## config.mk

```make
export PLATFORM = sky130hd
export DESIGN_NAME = tsi_core
export DESIGN_NICKNAME = d
export VERILOG_FILES = /design/src/rtl/tswitch_pkg.sv /design/src/rtl/tsi_conn_mem.sv /design/src/rtl/tsi_core.sv
export SDC_FILE = /design/constraint.sdc
export NUM_CORES = 2
export LEC_CHECK = 0
export CORE_MARGIN = 3
export CORE_UTILIZATION = 42
export CTS_CLUSTER_SIZE = 30
export DETAILED_ROUTE_END_ITERATION = 8
export PLACE_DENSITY_LB_ADDON = 0.2
export REMOVE_ABC_BUFFERS = 1
export SYNTH_ARGS = -nofsm -noshare
export SYNTH_HDL_FRONTEND = slang
export SYNTH_HIERARCHICAL = 1
export SYNTH_SLANG_ARGS = --single-unit
```

## constraint.sdc

```tcl
create_clock -name clk_system -period 15.75 [get_ports clk_system]
set_input_delay 3.15 -clock clk_system [delete_from_list [all_inputs] [get_ports clk_system]]
set_output_delay 3.15 -clock clk_system [all_outputs]
set_load 0.02 [all_outputs]
```

## src/rtl/tswitch_pkg.sv

```systemverilog
// Shared types and constants for the time-slot interchange core.
// Connection entries are sized for the largest supported frame (128 slots).
package tswitch_pkg;
   localparam int MAX_SLOT_W = 7;

   localparam logic [7:0] REG_STATUS   = 8'hFE;
   localparam logic [7:0] REG_NSLOTS   = 8'hFF;
   localparam logic [7:0] DEFAULT_IDLE = 8'hD5;

   // One byte per output slot; matches the register read-back layout {en, 0.., src}.
   typedef struct packed {
      logic                  en;
      logic [MAX_SLOT_W-1:0] src;
   } conn_entry_t;
endpackage

```

## src/rtl/tsi_conn_mem.sv

```systemverilog
// Shadow/active connection memory with register decode; shadow writes land on the access edge,
// commit copies shadow (including a coincident write) to active in one cycle; reads registered, never stall.
module tsi_conn_mem
   import tswitch_pkg::*;
#(
   parameter int N_SLOTS = 32,
   parameter int SLOT_W  = $clog2(N_SLOTS)
) (
   input  logic              clk_system,
   input  logic              rst_n,
   input  logic [7:0]        ctrl_reg_addr,
   input  logic [7:0]        ctrl_reg_wdata,
   input  logic              ctrl_reg_rd,
   input  logic              ctrl_reg_en,
   output logic [7:0]        ctrl_reg_rdata,
   input  logic              commit,
   input  logic              sync_err,
   output logic              sync_err_clr,
   input  logic [SLOT_W-1:0] lookup_slot,
   output conn_entry_t       lookup_entry
);
   localparam logic [7:0] LAST_ADDR = 8'(N_SLOTS - 1);

   conn_entry_t       shadow [N_SLOTS];
   conn_entry_t       active [N_SLOTS];
   conn_entry_t       wr_entry;
   conn_entry_t       shadow_at_lookup;
   logic [SLOT_W-1:0] idx;
   logic              in_map;
   logic              wr_hit;
   logic              pending;
   logic [7:0]        rd_mux;
   logic              unused_wdata;

   assign idx          = ctrl_reg_addr[SLOT_W-1:0];
   assign in_map       = (ctrl_reg_addr <= LAST_ADDR);
   assign wr_hit       = ctrl_reg_en && !ctrl_reg_rd && in_map;
   assign sync_err_clr = ctrl_reg_en && ctrl_reg_rd && (ctrl_reg_addr == REG_STATUS);
   assign unused_wdata = ^ctrl_reg_wdata;

   always_comb begin
      wr_entry                 = '0;
      wr_entry.en              = ctrl_reg_wdata[7];
      wr_entry.src[SLOT_W-1:0] = ctrl_reg_wdata[SLOT_W-1:0];
   end

   // On a commit strobe the datapath must already see the entry that becomes active.
   always_comb begin
      shadow_at_lookup = shadow[lookup_slot];
      if (wr_hit && idx == lookup_slot) shadow_at_lookup = wr_entry;
      lookup_entry = commit ? shadow_at_lookup : active[lookup_slot];
   end

   always_comb begin
      pending = 1'b0;
      for (int i = 0; i < N_SLOTS; i++)
         if (shadow[i] != active[i]) pending = 1'b1;
   end

   always_comb begin
      rd_mux = '0;
      if (in_map)                              rd_mux = shadow[idx];
      else if (ctrl_reg_addr == REG_STATUS)    rd_mux = {6'b0, pending, sync_err};
      else if (ctrl_reg_addr == REG_NSLOTS)    rd_mux = LAST_ADDR;
   end

   always_ff @(posedge clk_system) begin
      if (!rst_n) begin
         for (int i = 0; i < N_SLOTS; i++) begin
            shadow[i] <= '0;
            active[i] <= '0;
         end
         ctrl_reg_rdata <= '0;
      end else begin
         if (wr_hit) shadow[idx] <= wr_entry;
         if (commit)
            for (int i = 0; i < N_SLOTS; i++)
               active[i] <= (wr_hit && idx == SLOT_W'(i)) ? wr_entry : shadow[i];
         if (ctrl_reg_en && ctrl_reg_rd) ctrl_reg_rdata <= rd_mux;
      end
   end
endmodule

```

## src/rtl/tsi_core.sv

```systemverilog
// Time-slot interchange: double-buffered speech memory read through the connection map, one-frame delay.
// Output registered one cycle after slot_strobe; no backpressure, control accesses never stall the datapath.
module tsi_core
   import tswitch_pkg::*;
#(
   parameter int                      N_SLOTS      = 32,
   parameter int                      SAMPLE_W     = 8,
   parameter logic [SAMPLE_W-1:0]     IDLE_PATTERN = SAMPLE_W'(DEFAULT_IDLE)
) (
   input  logic                          clk_system,
   input  logic                          rst_n,
   input  logic                          slot_strobe,
   input  logic                          frame_sync,
   input  logic [SAMPLE_W-1:0]           in_data,
   output logic [SAMPLE_W-1:0]           out_data,
   output logic                          out_valid,
   output logic [$clog2(N_SLOTS)-1:0]    out_slot,
   input  logic [7:0]                    ctrl_reg_addr,
   input  logic [7:0]                    ctrl_reg_wdata,
   output logic [7:0]                    ctrl_reg_rdata,
   input  logic                          ctrl_reg_rd,
   input  logic                          ctrl_reg_en
);
   localparam int                SLOT_W    = $clog2(N_SLOTS);
   localparam logic [SLOT_W-1:0] LAST_SLOT = SLOT_W'(N_SLOTS - 1);
   localparam logic [7:0]        N_SLOTS_B = 8'(N_SLOTS);

   logic [SAMPLE_W-1:0] speech [2][N_SLOTS];
   logic [SLOT_W-1:0]   count, count_nxt;
   logic                wr_page, page_nxt;
   logic                first_sync, primed, primed_nxt;
   logic                sync_err, err_set, err_clr;
   logic                commit;
   conn_entry_t         entry;
   logic [SLOT_W-1:0]   rd_src;
   logic                route_ok;

   assign commit   = slot_strobe && frame_sync;
   assign rd_src   = entry.src[SLOT_W-1:0];
   assign route_ok = primed_nxt && entry.en && ({1'b0, entry.src} < N_SLOTS_B);

   always_comb begin
      count_nxt  = count;
      page_nxt   = wr_page;
      primed_nxt = primed;
      err_set    = 1'b0;
      if (slot_strobe) begin
         if (frame_sync) begin
            count_nxt  = '0;
            page_nxt   = ~wr_page;
            primed_nxt = primed || first_sync;
            err_set    = (count != LAST_SLOT);
         end else if (count == LAST_SLOT) begin
            count_nxt = '0;
            err_set   = 1'b1;
         end else begin
            count_nxt = count + SLOT_W'(1);
         end
      end
   end

   tsi_conn_mem #(.N_SLOTS(N_SLOTS), .SLOT_W(SLOT_W)) u_conn_mem (
      .clk_system     (clk_system),
      .rst_n          (rst_n),
      .ctrl_reg_addr  (ctrl_reg_addr),
      .ctrl_reg_wdata (ctrl_reg_wdata),
      .ctrl_reg_rd    (ctrl_reg_rd),
      .ctrl_reg_en    (ctrl_reg_en),
      .ctrl_reg_rdata (ctrl_reg_rdata),
      .commit         (commit),
      .sync_err       (sync_err),
      .sync_err_clr   (err_clr),
      .lookup_slot    (count_nxt),
      .lookup_entry   (entry)
   );

   // The write page and the read page always differ, so no read/write collision.
   always_ff @(posedge clk_system) begin
      if (rst_n && slot_strobe) speech[page_nxt][count_nxt] <= in_data;
   end

   always_ff @(posedge clk_system) begin
      if (!rst_n) begin
         count      <= '0;
         wr_page    <= 1'b0;
         first_sync <= 1'b0;
         primed     <= 1'b0;
         sync_err   <= 1'b0;
         out_valid  <= 1'b0;
         out_slot   <= '0;
         out_data   <= IDLE_PATTERN;
      end else begin
         count      <= count_nxt;
         wr_page    <= page_nxt;
         primed     <= primed_nxt;
         first_sync <= first_sync || commit;
         sync_err   <= err_set || (sync_err && !err_clr);
         out_valid  <= slot_strobe;
         if (slot_strobe) begin
            out_slot <= count_nxt;
            out_data <= route_ok ? speech[~page_nxt][rd_src] : IDLE_PATTERN;
         end
      end
   end
endmodule

```

# Yosys cells after proc, flatten, opt, wreduce, memory -nomap -nowiden
# Memories as Yosys holds them, arrays and structs flattened.
# Cells that the tools add are included.
[word_totals]
ff_bits = 31
memories = 3
elab_cells = 301
mem_bits_rw = 960
inputBits = 30
[op_classes]
bitwise = 36
n_addsub = 1
eq_ne = 68
mux = 129
reduce_logical = 50
n_lt_le_gt_ge = 5
[mem_list]
columns = ["memory", "depth", "word_bits", "read_ports", "rd_ports_with_merged_regs", "write_ports", "line", "rtl"]
rows = [
  ["speech", 2, 256, 1, 0, 1, "tsi_core.sv:28", "logic [SAMPLE_W-1:0] speech [2][N_SLOTS];"],
  ["u_conn_mem.active", 32, 8, 33, 0, 32, "tsi_conn_mem.sv:25", "conn_entry_t active [N_SLOTS];"],
  ["u_conn_mem.shadow", 32, 6, 34, 0, 32, "tsi_conn_mem.sv:24", "conn_entry_t shadow [N_SLOTS];"],
]
[ops]
columns = ["op", "count"]
rows = [
  ["2-to-1 mux 8 bit", 72],
  ["2-to-1 mux 256 bit", 1],
  ["inequality test 8 bit", 32],
  ["== test 5 bit (second input constant)", 17],
  ["2-to-1 mux 1 bit", 48],
  ["logical AND 1 bit", 43],
  ["binary-select mux 8 bit (select 5 bit)", 1],
  ["demux 8 bit (select 5 bit)", 1],
  ["== test 5 x 4 -> 1 bit (second input constant)", 8],
  ["OR 1 bit", 32],
  ["2-to-1 mux 5 bit", 5],
  ["== test 5 x 3 -> 1 bit (second input constant)", 4],
  ["== test 8 bit (second input constant)", 2],
  [">= comparator 6 bit (second input constant)", 2],
  ["inverter 5 -> 6 bit", 2],
  ["== test 5 x 2 -> 1 bit (second input constant)", 2],
  ["<= comparator 8 x 5 -> 1 bit (second input constant)", 1],
  ["< comparator 7 x 6 -> 1 bit (second input constant)", 1],
  ["< comparator 6 x 1 -> 1 bit (second input constant)", 1],
  ["2-to-1 mux 6 bit", 1],
  ["OR reduction 6 bit", 1],
  ["adder 5 x 1 -> 5 bit (second input constant)", 1],
  ["== test 5 x 1 -> 1 bit (second input constant)", 1],
  ["== test 5 bit", 1],
  ["other kinds (5)", 9],
]

# Depth between registers and ports, before layout
# An unclocked memory read counts as a cell.
[logic_depth]
word_depth = 36
ltp_mapped = 23
ltp_nobuf = 17

# By module
# Netlist, hierarchy kept.
[by_module_without_submodules]
columns = ["mod", "cells_each", "instances", "area_per_inst_um2"]
rows = [
  ["tsi_conn_mem", 1891, 1, 22897.0],
  ["tsi_core", 1141, 1, 21115.3],
]

# Least setup slack after synthesis
# No wires, ideal clock.
[synth_timing]
kind = "input port to flip-flop"
from = "input port slot_strobe"
to = "memory u_conn_mem/active[0][0] in the netlist's numbering (enable)"
arrival_ns = 8.678
t_required_ns = 15.164
setup_time_ns = 0.586
cell_stages = 5
n_path_buf = 3
slack_ns = 6.485
cell_sequence = "buf_6 > clkbuf_1 > and2_1 > clkbuf_1 > nand2b_1"
[synth_lines]
columns = ["item", "line", "rtl"]
rows = [
  ["start: declaration", "tsi_core.sv:12", "input logic slot_strobe,"],
  ["end: declaration", "tsi_conn_mem.sv:25", ""],
]

==> reports/results.ini <==
[sta]
period_share = 0.6072
report.final.setup_viol = 0
maxSlewHeadroom = 0.1497
final.setup_skew_ns = 0.04571
tns_ns = 0
hold_viol = 0
timing.fmax_ghz = 0.1046
worst-slew-pin-transition_ns = 1.276
drv_slew = 0
setup_repair_after_global_routing_missed_its_margin = false
period_minus_slack_ns = 9.564

[die]
num_rows = 118
die_h_um = 329.7
ports_placed_on_the_boundary = 52
fp.dieW_um = 329.7
die_area_mm2 = 0.1087
initial_utilization = 0.4240
floorplan.core_area_mm2 = 0.1038

[clocking]
clockBufferDepth = 3
hold_buffers = 0
cts.htree.levels = 3
number_of_buffers_inserted_during_clock_tree_synthesis = 99
insertion_delay_ns = 0.70
ctsRootBufferMaster = clkbuf_16
clock_pin_slew_worst_setup_and_hold_paths_ns = 0.06
setup_fix_bufs_post_cts = 0
cts_tree = done
clock-sinks = 925
post_cts_resized = 0

[logic_synthesis]
synthTopCellsByArea = edfxtp_1, mux4_2, xnor2_1
most_numerous_cell_types_in_the_synthesized_netlist = edfxtp_1, nor2_1, nand2_1
post-synth-top-count-cell = edfxtp_1
synth.distinct_cells = 81
netlist.top_cell.by_area = edfxtp_1
synth.yosys.seq_area_share = 0.6245
syn_area_mm2 = 0.04401
synth_async_sr_flop_share = 0
syn_inst = 3032
synth_warnings = 6
synth_top_area_frac = 0.6113
syn_avg_cell_area_um2 = 14.52
synthFlopType = edfxtp_1
synth.ff_latch_count = 925
synth_edf_count = 896

[placement]
globalplace.congestion = 1.002
post_dp_cell_area_mm2 = 0.04566
placement.io_buffers = 47
placed_cells = 4298
hpwl_um = 98000

[setup_path]
setup.worst_path.end_class = register
critical_path_peak_fanout = 103
worst_path_dominant_cell_family = buffers and inverters
worst_r2r_path_depth = 20
cp_cell_instances = clkdlybuf4s50_1, nor3_1, mux2_8, buf_12, mux4_2, mux4_2, nor2b_1, a211oi_1, a31oi_4, buf_12, buf_4, inv_1, nand2_1, a211oi_1, a2111oi_0, buf_4, nor4_1, a31oi_1
timing.critical_path.slowest_cell_delay_ns = 0.74
timing.critical_path.buf_inv = 6
worst_setup_path_start_kind = input pin
worst_ep_required_time_ns = 16.30
timing.setup.critical_path_class = in2reg
timing.critical_path.slowest_stage_cell = clkdlybuf4s50_1
cp.arrival_ns = 10.12
cp_num_cells = 18

[power]
p_per_area_mw_per_mm2 = 122.3
worst_ir_drop_vdd_v = 0.0001075
power.static_leakage_uw = 0.01571

[finish]
syn2layout_area_growth_pct = 11.71
finish.instance_area_mm2 = 0.04917
post_layout_nonfiller_instances = 4487
final_layout_size_suffix_gt1_frac = 0.1703
finish.net_count = 3051
final.fill_count = 8947
fin_util = 0.4737

[routing]
num_vias = 28370
drc_errors_left = 0
post_drt_wl_per_cell_um = 32.38
detail_route.vias_per_cell = 6.323
routed_wirelength_um = 145300
drt_pre_antenna_iters = 7
first_iter_violations = 4432
remaining_number_of_nets_flagged_by_the_antenna_check_after_routing = 0

[grt]
grt_use_total = 0.2665
global_route_wire_length_before_repair_um = 205400
antenna_found_initial = 9
globalRoute.totalOverflow = 0
grt_start_max_net_pins = 104
grt_pass1_vias = 27370

[min_path]
hold_path_class = reg2reg
min_delay_path_depth = 1

[flow_run]
timing.max_cap.violations = 0

[status]
status = completed

## worst paths after layout
path               from           to  slack [ns]
max          frame_sync  out_data[0]        6.19
min          first_sync   first_sync        0.47
max reg2reg    count[0]  out_data[0]        8.53
min reg2reg  first_sync   first_sync        0.47
## cell families (layout without fill, tap and decap cells)
group,count (synthesis),in the layout,synth area share
AO/OA/AOI/OAI,317,317,0.04878
flip-flops,925,925,0.6245
buffers and inverters,234,305,0.02505
multiplexers,400,400,0.1620
AND/OR/NAND/NOR,953,953,0.09924
adder cells (fa/ha/maj),2,2,0.0005685
XOR/XNOR,200,200,0.03980
other,1,5,0.00008520
## layer usage
layer / vias to the layer above / track usage / wire length (um)
met5: - / 0 / 57
met4: 10 / 0.07101 / 4079
met3: 239 / 0.06896 / 18000
met2: 1792 / 0.3839 / 62400
met1: 14680 / 0.4008 / 60740
li1: 11650 / - / -
## per-stage QoR
stage	hold WS, ns	worst slack [ns]	power, uW
final	0.4724	6.186	6013
after global routing	0.5142	5.768	6174
after CTS	0.4760	6.316	6031
after detailed placement	0.4616	5.581	3559
after global placement	0.4518	5.746	3552
after floorplan	0.4411	-4.553	3289
## sequential cells by signal, summed over array words and instances (netlist names)
signal / flops
count: 5
first_sync: 1
out_data: 8
out_slot: 5
out_valid: 1
primed: 1
speech: 512
sync_err: 1
u_conn_mem/active: 192
u_conn_mem/ctrl_reg_rdata: 6
u_conn_mem/shadow: 192
wr_page: 1
## where the power goes
group / internal [uW] / switching, uW / leakage [uW]
Combinational: 250 / 447 / 0.00532
Clock: 1470 / 1010 / 0.00168
Sequential: 2770 / 64.2 / 0.00871
## final cells by class
type | instances | area [um^2] | share of cell area
antenna | 1 | 2.502 | 0.00005090
clock buffer | 108 | 2532 | 0.05151
clock inverter | 80 | 968.4 | 0.01970
inverter | 14 | 55.05 | 0.001120
multi-input combinational | 1876 | 15530 | 0.3158
sequential | 925 | 27490 | 0.5591
tap | 1380 | 1727 | 0.03512
timing repair buffer | 103 | 865.8 | 0.01761
## cells in the final DEF, fill, tap and decap left out, drive strengths merged, types with 5 or more instances in the layout
cell type      count
o21ai             13
a41oi              5
edfxtp           896
o221ai            20
a22o               7
a211oi            26
mux2i            123
mux4             246
a31oi             16
nand4             58
xnor2            195
a21o              26
a21boi            16
and3              17
o22ai             24
or3                8
clkbuf           108
xor2               5
mux2              31
dfxtp             29
bufinv            18
a21oi            105
clkdlybuf4s50     36
nor2b             72
nor2             321
o31ai              7
clkinvlp          10
nor3              16
o2bb2ai            6
inv               15
a2111oi            7
nor4              16
clkinv            51
nand2            277
buf               67
nand3            122
nand2b            16
and2              17
(Power assumes the default switching activity.)
